--- config.mk ---
export PLATFORM = sky130hd
export DESIGN_NAME = spi_main
export DESIGN_NICKNAME = d
export VERILOG_FILES = /design/src/rtl/spi_main.sv
export SDC_FILE = /design/constraint.sdc
export NUM_CORES = 1
export LEC_CHECK = 0
export ABC_AREA = 1
export BUFFER_PORTS_ARGS = -buffer_cell sky130_fd_sc_hd__buf_4
export CORE_ASPECT_RATIO = 1.4
export CORE_MARGIN = 2
export CORE_UTILIZATION = 35
export CTS_BUF_LIST = sky130_fd_sc_hd__clkbuf_8 sky130_fd_sc_hd__clkbuf_16
export DETAILED_ROUTE_END_ITERATION = 8
export PLACE_DENSITY = 0.59
export SYNTH_ARGS = -nofsm -noshare
export SYNTH_HDL_FRONTEND = slang
export SYNTH_SLANG_ARGS = --single-unit
--- constraint.sdc ---
create_clock -name clk -period 4.19 [get_ports clk]
set_clock_uncertainty 0.05 [all_clocks]
set_input_delay 0.2095 -clock clk [delete_from_list [all_inputs] [get_ports clk]]
set_output_delay 0.2095 -clock clk [all_outputs]
set_load 0.02 [all_outputs]
--- src/rtl/spi_main.sv ---
// rtl/spi_main.sv - SPI mode-0 initiator for 44-bit {op, addr, data} frames toward spi_sub
// Optional macro SPI_MAIN_CSGAP_EN adds a GAP state holding cs_n high for CS_GAP clk after each frame.
module spi_main #(
    parameter int CLK_DIV = 4,
    parameter int RD_TURN = 2,
    parameter int CS_GAP  = 4
) (
    input  logic        clk,
    input  logic        rst,
    input  logic        req_valid,
    output logic        req_ready,
    input  logic [1:0]  req_op,
    input  logic [9:0]  req_addr,
    input  logic [31:0] req_wdata,
    output logic        rsp_valid,
    output logic [31:0] rsp_rdata,
    output logic        rsp_err,
    output logic        busy,
    output logic        sclk,
    output logic        cs_n,
    output logic        mosi,
    input  logic        miso
);
    localparam int HW = (CLK_DIV > 1) ? $clog2(CLK_DIV) : 1;
    localparam int BW = $clog2(44 + RD_TURN + 1);
    localparam logic [HW-1:0] H_LAST = HW'(CLK_DIV - 1);
    localparam logic [BW-1:0] N_WR   = BW'(44);
    localparam logic [BW-1:0] N_RD   = BW'(44 + RD_TURN);

    if (CLK_DIV < 1 || CS_GAP < 0) begin : g_bad_params
        $error("spi_main: CLK_DIV must be >= 1 and CS_GAP >= 0");
    end

    typedef enum logic [2:0] {S_IDLE, S_SETUP, S_SHIFT, S_END, S_GAP} state_t;

    state_t        state;
    logic [HW-1:0] hcnt;
    logic [BW-1:0] bcnt;
    logic [BW-1:0] nbits;
    logic [43:0]   shreg;
    logic [31:0]   rdata;
    logic          is_read;
    logic          h_term;
    logic          accept;
    logic          op_legal;

`ifdef SPI_MAIN_CSGAP_EN
    localparam int GW = (CS_GAP > 1) ? $clog2(CS_GAP + 1) : 1;
    localparam logic [GW-1:0] G_LAST = GW'(CS_GAP - 1);
    logic [GW-1:0] gcnt;
`endif

    assign h_term   = (hcnt == H_LAST);
    assign accept   = req_valid && req_ready;
    assign op_legal = (req_op == 2'b01) || (req_op == 2'b00);

    always_ff @(posedge clk) begin
        if (rst) begin
            state     <= S_IDLE;
            hcnt      <= '0;
            bcnt      <= '0;
            nbits     <= N_WR;
            shreg     <= '0;
            rdata     <= '0;
            is_read   <= 1'b0;
            req_ready <= 1'b1;
            busy      <= 1'b0;
            rsp_valid <= 1'b0;
            rsp_err   <= 1'b0;
            rsp_rdata <= '0;
            sclk      <= 1'b0;
            cs_n      <= 1'b1;
            mosi      <= 1'b0;
`ifdef SPI_MAIN_CSGAP_EN
            gcnt      <= '0;
`endif
        end else begin
            rsp_valid <= 1'b0;
            rsp_err   <= 1'b0;
            case (state)
                S_IDLE: begin
                    req_ready <= 1'b1;
                    if (accept) begin
                        req_ready <= 1'b0;
                        if (op_legal) begin
                            // Reads send zeros after the header, so the data field is cleared.
                            state   <= S_SETUP;
                            busy    <= 1'b1;
                            cs_n    <= 1'b0;
                            mosi    <= req_op[1];
                            shreg   <= {req_op[0], req_addr,
                                        (req_op == 2'b00) ? 32'd0 : req_wdata, 1'b0};
                            is_read <= (req_op == 2'b00);
                            nbits   <= (req_op == 2'b00) ? N_RD : N_WR;
                            hcnt    <= '0;
                            bcnt    <= '0;
                        end else begin
                            rsp_valid <= 1'b1;
                            rsp_err   <= 1'b1;
                            rsp_rdata <= '0;
                        end
                    end
                end
                S_SETUP, S_SHIFT: begin
                    if (h_term) begin
                        hcnt <= '0;
                        if (sclk) begin
                            sclk  <= 1'b0;
                            mosi  <= shreg[43];
                            shreg <= {shreg[42:0], 1'b0};
                        end else if (state == S_SHIFT && bcnt == nbits) begin
                            state <= S_END;
                        end else begin
                            // Only the last 32 sampled bits survive, which is the read data window.
                            state <= S_SHIFT;
                            sclk  <= 1'b1;
                            bcnt  <= bcnt + 1'b1;
                            rdata <= {rdata[30:0], miso};
                        end
                    end else begin
                        hcnt <= hcnt + 1'b1;
                    end
                end
                S_END: begin
                    if (h_term) begin
                        hcnt      <= '0;
                        cs_n      <= 1'b1;
                        mosi      <= 1'b0;
                        busy      <= 1'b0;
                        rsp_valid <= 1'b1;
                        rsp_rdata <= is_read ? rdata : 32'd0;
`ifdef SPI_MAIN_CSGAP_EN
                        state     <= S_GAP;
                        gcnt      <= '0;
`else
                        state     <= S_IDLE;
`endif
                    end else begin
                        hcnt <= hcnt + 1'b1;
                    end
                end
`ifdef SPI_MAIN_CSGAP_EN
                S_GAP: begin
                    if (gcnt == G_LAST) begin
                        state <= S_IDLE;
                    end else begin
                        gcnt <= gcnt + 1'b1;
                    end
                end
`endif
                default: state <= S_IDLE;
            endcase
        end
    end
endmodule
# Word-level counts from Yosys, hierarchy flattened
# Index checks and enable logic that the tools add are counted.
# totals
ff_bits	133
inputBits	48
output_inout_bits	39
elab_cells	105
# classes
add_sub_neg	2
eq_ne	14
mux	49
bitwise_logic	3
n_reduce_logical	22
# op_table
operator	n
$mux W44	4
$mux W32	5
$pmux W44 S2	1
$pmux W32 S2	1
$mux W6	5
$mux W1	17
$ne A2 B2 Y1 const B	8
$mux W3	5
$pmux W6 S2	1
$reduce_and A4 Y1	3
$reduce_and A6 Y1	2
$reduce_and A5 Y1	2
$pmux W3 S3	1
$mux W2	4
$add A6 B1 Y6 const B	1
$eq A3 B2 Y1 const B	2
$eq A6 B6 Y1	1
$pmux W1 S2	3
$reduce_and A3 Y1	2
$reduce_bool A2 Y1	3
$pmux W2 S2	1
$reduce_or A2 Y1	2
$eq A3 B1 Y1 const B	1
$logic_not A3 Y1	1
11 further kinds	14

# Logic depth before layout (Yosys ltp)
# logic_depth
depth_word	6
ltp_mapped	11
depth_no_buf	10

# Worst setup path before layout
# Ideal clock, no wire load.
# synth_path
path_type	reg-to-reg
startpoint	register state[0]
endpoint	register shreg[13]
required_time_ns	4.024
t_arrival_ns	1.545
stages_incl_launch_ff	10
synth_period_minus_slack_ns	1.710
setup_ns	0.116
slack_ns	2.480
path_buffers	1
path_cell_list	dfxtp_1 -> inv_1 -> ha_1 -> inv_2 -> nor2_1 -> nor2_4 -> nand3_2 -> buf_2 -> o21ai_0 -> nor2_1
# synth_via
elab_chain_cells	4
word_cells_on_any_way	11
classes_between	6 x eq/ne; 1 x mux; 4 x reduce/logical
# synth_rtl
item	line	source
start, declared	36	state_t state;
start signal, assigned	59	state <= S_IDLE;
start signal, assigned	87	state <= S_SETUP;
start signal, assigned	112	state <= S_END;
$eq A3 B2 Y1 or $eq A3 B1 Y1 (tied branches)	80	case (state)
$reduce_or A2 Y1	80	
$ne A2 B2 Y1 (no line) or $reduce_bool A2 Y1 (tied branches)	--	
$reduce_and A5 Y1 (no line)	--	
end signal, assigned	91	shreg <= {req_op[0], req_addr,
end signal, assigned	110	shreg <= {shreg[42:0], 1'b0};
end, declared	40	logic [43:0] shreg;
# Several ways; a longest one is shown, not always the timed one.
# A chain may end at the register's enable or synchronous reset.

# Worst setup path after layout
# layout_path
startpoint	register state[1]
endpoint	register rdata[1]
# layout_via
elab_chain_cells	4
word_cells_on_any_way	6
classes_between	2 x eq/ne; 1 x bitwise; 3 x reduce/logical
# layout_rtl
item	line	source
$eq A3 B2 Y1	80, 111	
$logic_and A1 B1 Y1	111	end else if (state == S_SHIFT && bcnt == nbits) begin
$not A1 Y1 (no line)	--	
$reduce_and A4 Y1 (no line) *	--	
end signal, assigned	118	rdata <= {rdata[30:0], miso};
end, declared	41	logic [31:0] rdata;
# Every way passes the cells marked *; elsewhere a longest branch is shown, timed or not.

==> run metrics <==
worst path arrival time 2.97 ns; post-synthesis net count 803; die area 0.0160 sq mm; Synth Warn # 0; P_leak 2.78 nW; CTS tree yes; final hold slack 0.0343 ns; die width 107 um; root buf cell clkbuf_16; min Tclk post-route 2.67 ns; Final period util 63.8%; grt total ovfl 0; Final Max Tran Viols 0; number of fill cells 1575; CTS H-tree depth 4; slowest stage delay, CP 0.56 ns; FP Rows 52; Routed Antenna Nets 0; final setup violation count 0; TritonCTS sink count 125; via count of the first global-routing pass 4418; # port buffers 86; post-synthesis cell area 0.00525 sq mm; TNS Setup 0 ns; Post-Route WL 12000 um; Synth cell types 29; DR pass1 iterations 5; Clock Power Share 34.5%; CTS Buf Count 17; WP buf/inv 3; most used cell, CP nor2_1; Sw Ratio 36.5%; hold_buf cts 2; EDFF count, synth 0; PwrDens 652 mW/mm^2; share of post-route cells with drive strength above 1 16.1%; first-pass GRT wire length 20500 um; top_reg_cell synth dfxtp_1; Max Cap Viol 0; cell count after placement 981; # IOs 87; drt wl/cell 11.8 um; FF+latch count, synth 125; worst slew pin tran 0.965 ns; Initial Util 36.0%; Critical-path top delay cell inv_2; NumNets Final 867; vias 4784; Post-Syn Instances 749; hold crit path type input pin to flop; largest net degree at the start of global routing 51; Synth async-reset ratio 0%; Worst IR Drop VDD 0.346 mV; Worst EP required 4.48 ns; Reg power frac 33.8%; Worst Setup End Kind flop; Synth area leader dfxtp_1; P&R area growth vs syn 24.3%; Post-CTS Setup Inserts 0; Clock Pin Slew Worst Setup and Hold Paths 0.05 ns; number of DRC markers in iteration 0 214; P_int 0.00270 W; filler-free cell count of the finished design 1015; dpl hpwl 7550 um; WS Path Type flop to flop; Worst-Skew Late Latency 0.41 ns; Die Ht 149 um; Placer Congestion 0.738; Avg Vias per Cell 4.71; RSZ-0062 raised after global routing no; ranking of synthesized cells by area dfxtp_1 48%, nand2_1 14%, nor2_1 11%, o21ai_0 6.8%, a21oi_1 4.5%; syn avg cell area 7.00 sq um; CP top delay family buffers and inverters; worst path cell trace inv_1 -> ha_1 -> buf_4 -> nand2_1 -> nor2_1 -> nand2_2 -> inv_2 -> nor2_1 -> nor2_1; CTS Buffer Depth 2; post-layout util 44.7%; initial antenna violation count 0; drc violations 0; Logic pwr share 31.7%; CP Max Fanout 49; Seq/Total Area, Yosys 47.7%; CP startpoint kind flop; Yosys top cell area share 47.7%; Fin. Hold Viols 0; status completed; core area 0.0146 sq mm; gr usage total 15.6%; max frequency 374 MHz; antenna diode count 0; NetSw 0.00155 W; post-cts resize count 0; Slew Limit Headroom 35.6%
-- cells in the final DEF, fill, tap and decap left out, drive strengths merged --
cell type	instances
a21oi	47
a311oi	1
a31oi	2
buf	89
bufinv	3
clkbuf	18
clkinv	5
clkinvlp	3
dfxtp	125
dlygate4sd3	2
ha	6
inv	28
nand2	202
nand3	40
nand4	5
nor2	162
nor3	2
nor3b	1
o21ai	83
o21bai	1
o31ai	1
-- path summary, 6_finish.rpt --
check	start	endpoint	slack, ns	cells after the start
max	state[1]	rdata[1]	1.52	9
max reg2reg	state[1]	rdata[1]	1.52	9
min reg2reg	rsp_rdata[10]	rsp_rdata[10]	0.41	2
min	miso	rdata[0]	0.03	3
-- flip-flops by register name, indices dropped and copies added (netlist names) --
signal / cells
rsp_valid: 1
busy: 1
req_ready: 1
mosi: 1
rsp_err: 1
rsp_rdata: 32
hcnt: 2
state: 2
shreg: 43
bcnt: 6
nbits: 1
cs_n: 1
sclk: 1
rdata: 32
-- metrics by stage --
step	area [sq um]	setup slack [ns]	total power [W]
after CTS	6520	1.48	0.00432
after global routing	6520	1.14	0.00458
final	6520	1.52	0.00425
after floorplan	5250	2.48	0.00259
after global placement	5910	1.50	0.00284
after detailed placement	5910	1.48	0.00284
-- metal layers --
metal | GRT usage (%) | vias to the layer above | part of all wire (%)
met5 | 0 | - | 0
met4 | 5.64 | 0 | 0.96
met3 | 3.84 | 11 | 4.1
met2 | 25.6 | 88 | 48
met1 | 19.8 | 2159 | 47
li1 | - | 2526 | -
-- cells by family after synthesis --
logic type                 Yosys count  synth area share [%]
and+or+nand+nor                    412                  31.3
adders and majority gates            6                  1.43
AOI/OAI and AO/OA                  135                  13.2
buffers and inverters               71                  6.42
DFF                                125                  47.7
-- worst reg2reg max path, delay by kind of cell, from the launching register on --
kind | cells | cell delay [ns]
buf+inv | 3 | 1.06
simple gates | 5 | 0.83
fa+ha+maj | 1 | 0.30
flops | 1 | 0.37
-- power by group through the flow --
stage	clock network, W	logic (W)	registers, W
after global routing	0.00155	0.00158	0.00146
after global placement	0	0.00138	0.00146
after detailed placement	0	0.00138	0.00146
final	0.00147	0.00135	0.00144
after floorplan	0	0.00112	0.00146
after CTS	0.00150	0.00139	0.00144
-- layout make-up --
class                           count  area (sq um)  area share, %
Timing Repair Buffer               91           688           10.6
Sequential cell                   125          2500           38.4
Inverter                           25          93.8           1.44
Tap cell                          189           236           3.63
Clock buffer                       18           439           6.74
Multi-Input combinational cell    553          2410           36.9
Clock inverter                     14           153           2.34
-- synth_stat cells (2+ instances only) --
master / count
a21oi_1: 47
a31oi_1: 2
buf_1: 3
buf_2: 19
buf_4: 4
buf_6: 4
clkbuf_1: 15
clkinv_1: 2
dfxtp_1: 125
ha_1: 6
inv_1: 17
inv_2: 6
nand2_1: 199
nand2_2: 3
nand3_1: 39
nand4_1: 5
nor2_1: 159
nor2_2: 2
nor3_1: 2
o21ai_0: 71
o21ai_1: 11
No activity file was read; power rests on OpenSTA's default activity.
